### config.mk
export PLATFORM = sky130hd
export DESIGN_NAME = tnn_neuron_stream
export DESIGN_NICKNAME = d
export VERILOG_FILES = /design/src/rtl/tnn_pkg.sv /design/src/rtl/tnn_dual_acc.sv /design/src/rtl/tnn_neuron_stream.sv
export SDC_FILE = /design/constraint.sdc
export NUM_CORES = 1
export LEC_CHECK = 0
export ABC_CLOCK_PERIOD_IN_PS = 4500
export CORE_UTILIZATION = 54
export DETAILED_ROUTE_END_ITERATION = 6
export GPL_ROUTABILITY_DRIVEN = 1
export HOLD_SLACK_MARGIN = 0.03
export PLACE_DENSITY_LB_ADDON = 0.1
export SLEW_MARGIN = 20
export SYNTH_ARGS = -nofsm -noshare
export SYNTH_HDL_FRONTEND = slang
export SYNTH_SLANG_ARGS = --single-unit
### constraint.sdc
create_clock -name clk -period 4.5 [get_ports clk]
set_input_delay 0.9 -clock clk [delete_from_list [all_inputs] [get_ports clk]]
set_output_delay 0.9 -clock clk [all_outputs]
set_load 0.01 [all_outputs]
### src/rtl/tnn_pkg.sv
// Shared types and helpers for the ternary-NN neuron family.
package tnn_pkg;

   typedef enum logic {
      ST_ACC  = 1'b0,
      ST_HOLD = 1'b1
   } tnn_state_e;

   function automatic int acc_width(input int in_w, input int max_terms);
      return in_w + $clog2(max_terms + 1);
   endfunction

   // Signed threshold decision; tie_one selects >= instead of >.
   function automatic logic thresh_cmp(input logic signed [31:0] diff,
                                       input logic signed [31:0] thresh,
                                       input logic               tie_one);
      return tie_one ? (diff >= thresh) : (diff > thresh);
   endfunction

endpackage

### src/rtl/tnn_dual_acc.sv
// Positive/negative term accumulators with a saturating beat counter and
// overflow flag. The *_nxt_o outputs show the sums including the current beat.
module tnn_dual_acc
   import tnn_pkg::*;
#(
   parameter int IN_W      = 3,
   parameter int MAX_TERMS = 16,
   parameter int ACC_W     = acc_width(IN_W, MAX_TERMS)
) (
   input  logic             clk,
   input  logic             rst_n,
   input  logic             clear_i,
   input  logic             add_i,
   input  logic [IN_W-1:0]  data_i,
   input  logic             neg_i,
   output logic [ACC_W-1:0] pos_nxt_o,
   output logic [ACC_W-1:0] neg_nxt_o,
   output logic             ovf_nxt_o
);

   localparam int CNT_W = $clog2(MAX_TERMS + 1);

   logic [ACC_W-1:0] pos_q, pos_d;
   logic [ACC_W-1:0] neg_q, neg_d;
   logic [CNT_W-1:0] cnt_q, cnt_d;
   logic             ovf_q, ovf_d;
   logic             full;

   always_comb begin
      pos_d = pos_q;
      neg_d = neg_q;
      cnt_d = cnt_q;
      ovf_d = ovf_q;
      full  = (cnt_q == CNT_W'(MAX_TERMS));
      // A beat beyond MAX_TERMS is dropped and only marks the frame overflowed.
      if (add_i) begin
         if (full) begin
            ovf_d = 1'b1;
         end else begin
            cnt_d = cnt_q + CNT_W'(1);
            if (neg_i) neg_d = neg_q + ACC_W'(data_i);
            else       pos_d = pos_q + ACC_W'(data_i);
         end
      end
   end

   assign pos_nxt_o = pos_d;
   assign neg_nxt_o = neg_d;
   assign ovf_nxt_o = ovf_d;

   always_ff @(posedge clk or negedge rst_n) begin
      if (!rst_n) begin
         pos_q <= '0;
         neg_q <= '0;
         cnt_q <= '0;
         ovf_q <= 1'b0;
      end else if (clear_i) begin
         pos_q <= '0;
         neg_q <= '0;
         cnt_q <= '0;
         ovf_q <= 1'b0;
      end else begin
         pos_q <= pos_d;
         neg_q <= neg_d;
         cnt_q <= cnt_d;
         ovf_q <= ovf_d;
      end
   end

endmodule

### src/rtl/tnn_neuron_stream.sv
// Streaming ternary neuron: accumulates a tagged frame of activations and
// emits one thresholded decision per frame over a valid/ready handshake.
module tnn_neuron_stream
   import tnn_pkg::*;
#(
   parameter int  IN_W      = 3,
   parameter int  MAX_TERMS = 16,
   parameter int  THRESH    = 0,
   parameter int  TIE_ONE   = 0,
   localparam int ACC_W     = acc_width(IN_W, MAX_TERMS)
) (
   input  logic            clk,
   input  logic            rst_n,
   input  logic            in_valid,
   output logic            in_ready,
   input  logic [IN_W-1:0] in_data,
   input  logic            in_neg,
   input  logic            in_last,
   output logic            out_valid,
   input  logic            out_ready,
   output logic            out_bit,
   output logic [ACC_W:0]  out_diff,
   output logic            out_ovf
);

   localparam logic signed [ACC_W:0] THR_EXT = (ACC_W+1)'(THRESH);

   tnn_state_e state_q, state_d;
   logic              out_bit_q, out_bit_d;
   logic [ACC_W:0]    out_diff_q, out_diff_d;
   logic              out_ovf_q, out_ovf_d;
   logic              beat, load, dec;
   logic [ACC_W-1:0]  pos_nxt, neg_nxt;
   logic              ovf_nxt;
   logic signed [ACC_W:0] diff_w;

   assign in_ready  = (state_q == ST_ACC) | out_ready;
   assign out_valid = (state_q == ST_HOLD);
   assign beat      = in_valid & in_ready;

   tnn_dual_acc #(
      .IN_W      (IN_W),
      .MAX_TERMS (MAX_TERMS),
      .ACC_W     (ACC_W)
   ) u_acc (
      .clk       (clk),
      .rst_n     (rst_n),
      .clear_i   (beat & in_last),
      .add_i     (beat),
      .data_i    (in_data),
      .neg_i     (in_neg),
      .pos_nxt_o (pos_nxt),
      .neg_nxt_o (neg_nxt),
      .ovf_nxt_o (ovf_nxt)
   );

   assign diff_w = $signed({1'b0, pos_nxt}) - $signed({1'b0, neg_nxt});
   assign dec    = thresh_cmp({{(31-ACC_W){diff_w[ACC_W]}}, diff_w},
                              {{(31-ACC_W){THR_EXT[ACC_W]}}, THR_EXT},
                              TIE_ONE != 0);

   always_comb begin
      state_d    = state_q;
      out_bit_d  = out_bit_q;
      out_diff_d = out_diff_q;
      out_ovf_d  = out_ovf_q;
      load       = 1'b0;
      unique case (state_q)
         ST_ACC: begin
            if (beat && in_last) begin
               load    = 1'b1;
               state_d = ST_HOLD;
            end
         end
         ST_HOLD: begin
            // Retiring cycle also accepts a beat; a single-beat frame reloads.
            if (out_ready) begin
               if (beat && in_last) load    = 1'b1;
               else                 state_d = ST_ACC;
            end
         end
         default: state_d = ST_ACC;
      endcase
      if (load) begin
         out_bit_d  = dec & ~ovf_nxt;
         out_diff_d = diff_w;
         out_ovf_d  = ovf_nxt;
      end
   end

   always_ff @(posedge clk or negedge rst_n) begin
      if (!rst_n) begin
         state_q    <= ST_ACC;
         out_bit_q  <= 1'b0;
         out_diff_q <= '0;
         out_ovf_q  <= 1'b0;
      end else begin
         state_q    <= state_d;
         out_bit_q  <= out_bit_d;
         out_diff_q <= out_diff_d;
         out_ovf_q  <= out_ovf_d;
      end
   end

   assign out_bit  = out_bit_q;
   assign out_diff = out_diff_q;
   assign out_ovf  = out_ovf_q;

endmodule
==> results.md <==
* Hold Buf Count CTS at 0
* Drt initial violations at 99
* Largest family of logic cells by synthesized area: simple AND/OR/NAND/NOR gates
* Total global routing overflow at 0
* R2r worst-path depth at 14
* Worst Slack Setup Final at 0.6088 ns
* Largest net degree at the start of global routing at 35
* Placer Congestion at 0.8344
* CP arrival at 4.04 ns
* Simple-gate portion of the synthesized area at 0.2155
* Seq/Total Area, Yosys at 0.4187
* Top_reg_cell synth: dfrtp_1
* Yosys warning total at 0
* Worst r2r src: u_acc.cnt_q[0]$_DFFE_PN0P_
* Max Cap Violations at 0
* Mean post-synth cell area at 10.06 sq um
* Final worst-path cycle share at 0.8647
* Worst setup EP type: flop
* Max FO, Critical Path at 8
* Flops & latches, synth at 34
* Final ANT Viol Nets at 0
* Total track usage at 0.2308
* Vias in the first global route at 1,530
* Area of the multi-input gates at 1142 sq um
* Setup Fix Bufs, Post-CTS at 0
* Worst-skew pair later-pin latency at 0.29 ns
* Worst-case clock buffer depth at 2
* H-tree depth at 2
* Setup crit end: out_bit$_DFFE_PN0P_
* Chip height at 63.34 um
* Mux contribution to synthesized area at 0.02586
* Hold Crit Class: flop to flop
* Die X at 63.34 um
* Post-Synth Adder-Cell Area at 0.1281
* Pins Over Slew Limit at 0
* CP Launch Type: input pin
* Post-Place Setup Slack at 0.3313 ns
* Core region area at 3468 sq um
* Drt via density at 5.509
* Maximum vdd ir drop at 0.0003351 V
* Flop2flop setup slack at 1.14 ns
* Unique masters post-synth at 38
* Antenna violations before repair at 0
* Final hold violation count at 0
* Initial Util at 0.5859
* Sequential Area at 850.8 sq um
* Worst clock skew at 0.005409 ns
* Slew HR at 0.6026
* Clock Power Share at 0.193
* Power per cell area at 504.2 nW/um^2
* Sw Pwr at 434.4 uW
* Internal at 766.8 uW
* Fin nets at 254
* CTS tree: built
* Cts repair resizes at 0
* Num ports at 22
* Die area at 4012 sq um
* R2r endpoint: out_bit$_DFFE_PN0P_
* Worst setup startpoint: out_ready
* Ant diodes at 0
* Wire per inst at 15.16 um
* Post-synthesis cell area at 2032 sq um
* Worst-path clk slew at 0.06 ns
* CP required at 4.65 ns
* Highest Clock Rate at 257.0 MHz
* Layout cell share with drive strength beyond 1 at 0.08811
* Syn nets at 230
* Initial DRT Pass Iterations at 4
* Sw Share at 0.3616
* Area growth, synth to finish at 17.24%
* Seq pwr share at 0.351
* Num rows at 21
* Fill count at 284
* Final Setup Violations at 0
* Run status: completed
* HPWL Detailed at 3.102 mm
* Clock Tree Root: clkbuf_8
* Asr flop ratio synth at 1.000
* Post-synth EDFFs at 0
* Leak at 0.001115 uW
* Synth Area in Compound Gates at 0.1158
* Clock sink count at 34
* Port bufs at 21
* Xor/xnor share of the synthesized area at 0.07697
* Critical path class: input pin to flop
* Tmin final at 3.891 ns
* Gate power share at 0.456
* Global-route wire length before repair at 7.051 mm
* CTS buffer count at 5
* RSZ-0062 raised after global routing: false
* DRC at 0
* Tightest Pin Transition at 0.5961 ns
* Synth Instances at 202
* Setup TNS at 0 ns
* Routed WL at 4.138 mm
* Via count at 1,504
==> state kept, by name (all words and copies together) (netlist names) <==
register and flops:
u_acc.pos_q 8, u_acc.cnt_q 5, out_valid 1, u_acc.neg_q 8, out_ovf 1, out_bit 1
out_diff 9, u_acc.ovf_q 1
==> critical path: stages <==
cell,delay (ns)
clkdlybuf4s50_1,0.44
nand2b_1,0.30
nand3_4,0.17
nor2_1,0.32
mux2i_1,0.43
inv_1,0.09
ha_1,0.29
nor2b_1,0.14
o31a_1,0.24
o21ai_0,0.23
a21oi_1,0.12
xnor2_1,0.23
a41oi_1,0.14
==> synth_stat cells (4+ instances only) <==
cell / number / area share
clkbuf_1: 5 / 0.0092
inv_1: 4 / 0.0074
and2_1: 8 / 0.025
xnor2_1: 8 / 0.034
xor2_1: 8 / 0.034
nand3_1: 6 / 0.015
a21oi_1: 8 / 0.020
dfrtp_1: 34 / 0.42
o21ai_0: 16 / 0.039
nand2_1: 20 / 0.037
ha_1: 16 / 0.099
nor2_1: 23 / 0.042
==> cell type report <==
| cell class | count | area share |
|---|---|---|
| Clock buffer | 7 | 0.03624 |
| Clock inverter | 1 | 0.002101 |
| Inverter | 4 | 0.006303 |
| Multi-Input combinational cell | 158 | 0.4795 |
| Sequential cell | 34 | 0.3571 |
| Tap cell | 46 | 0.02416 |
| Timing Repair Buffer | 23 | 0.09454 |
==> placed cells by master (no fill, tap or decap), types with 4 or more instances in the layout <==
cell type	instances
xnor2_1	8
nand3_1	6
nand2_1	20
dfrtp_1	34
nor2_1	23
and2_1	8
o21ai_0	16
clkbuf_8	6
xor2_1	8
a21oi_1	8
inv_1	4
ha_1	16
clkdlybuf4s50_1	21
==> logic make-up (layout without fill, tap and decap cells) <==
kind of cell | Yosys count | count (layout)
AO/OA/AOI/OAI | 39 | 39
XOR/XNOR | 17 | 17
adder cells (fa/ha/maj) | 19 | 19
buffers and inverters | 10 | 35
flip-flops | 34 | 34
multiplexers | 5 | 5
AND/OR/NAND/NOR | 78 | 78
==> per-layer routing <==
metal | global-route usage | vias up | wire [um]
met5 | 0 | - | 0
met3 | 0.04710 | 7 | 171
met4 | 0.09091 | 0 | 65
met2 | 0.3883 | 29 | 2059
li1 | - | 746 | -
met1 | 0.2884 | 722 | 1842
==> stage by stage <==
stage          area, sq um  hold slack (ns)  power [uW]  std cells  utilization
6_report              2382           0.4879        1201        273       0.6869
5_1_grt               2382           0.5283        1286        273       0.6869
4_1_cts               2382           0.4908        1208        273       0.6869
3_5_place_dp          2291           0.4758       968.6        265       0.6605
3_3_place_gp          2291           0.4641       950.4        265       0.6605
2_1_floorplan         2032           0.4604       780.6        202            -
==> power groups by stage <==
stage | Combinational, uW | Sequential (uW) | Clock [uW]
3_5_place_dp | 542 | 427 | 0
2_1_floorplan | 342 | 439 | 0
4_1_cts | 550 | 421 | 237
3_3_place_gp | 528 | 423 | 0
6_report | 547 | 422 | 232
5_1_grt | 607 | 431 | 248
==> how the worst min path moves through the flow <==
stage                                 start                       to  slack (ns)  cells past startpoint
floorplan             u_acc.ovf_q$_DFF_PN0_    u_acc.ovf_q$_DFF_PN0_        0.46                      2
global placement    out_diff[4]$_DFFE_PN0P_  out_diff[4]$_DFFE_PN0P_        0.46                      2
detailed placement  out_diff[2]$_DFFE_PN0P_  out_diff[2]$_DFFE_PN0P_        0.48                      2
CTS                 out_diff[2]$_DFFE_PN0P_  out_diff[2]$_DFFE_PN0P_        0.49                      2
global route        out_diff[5]$_DFFE_PN0P_  out_diff[5]$_DFFE_PN0P_        0.53                      2
finish              out_diff[2]$_DFFE_PN0P_  out_diff[2]$_DFFE_PN0P_        0.49                      2
Power figures use the tool's default switching activity.
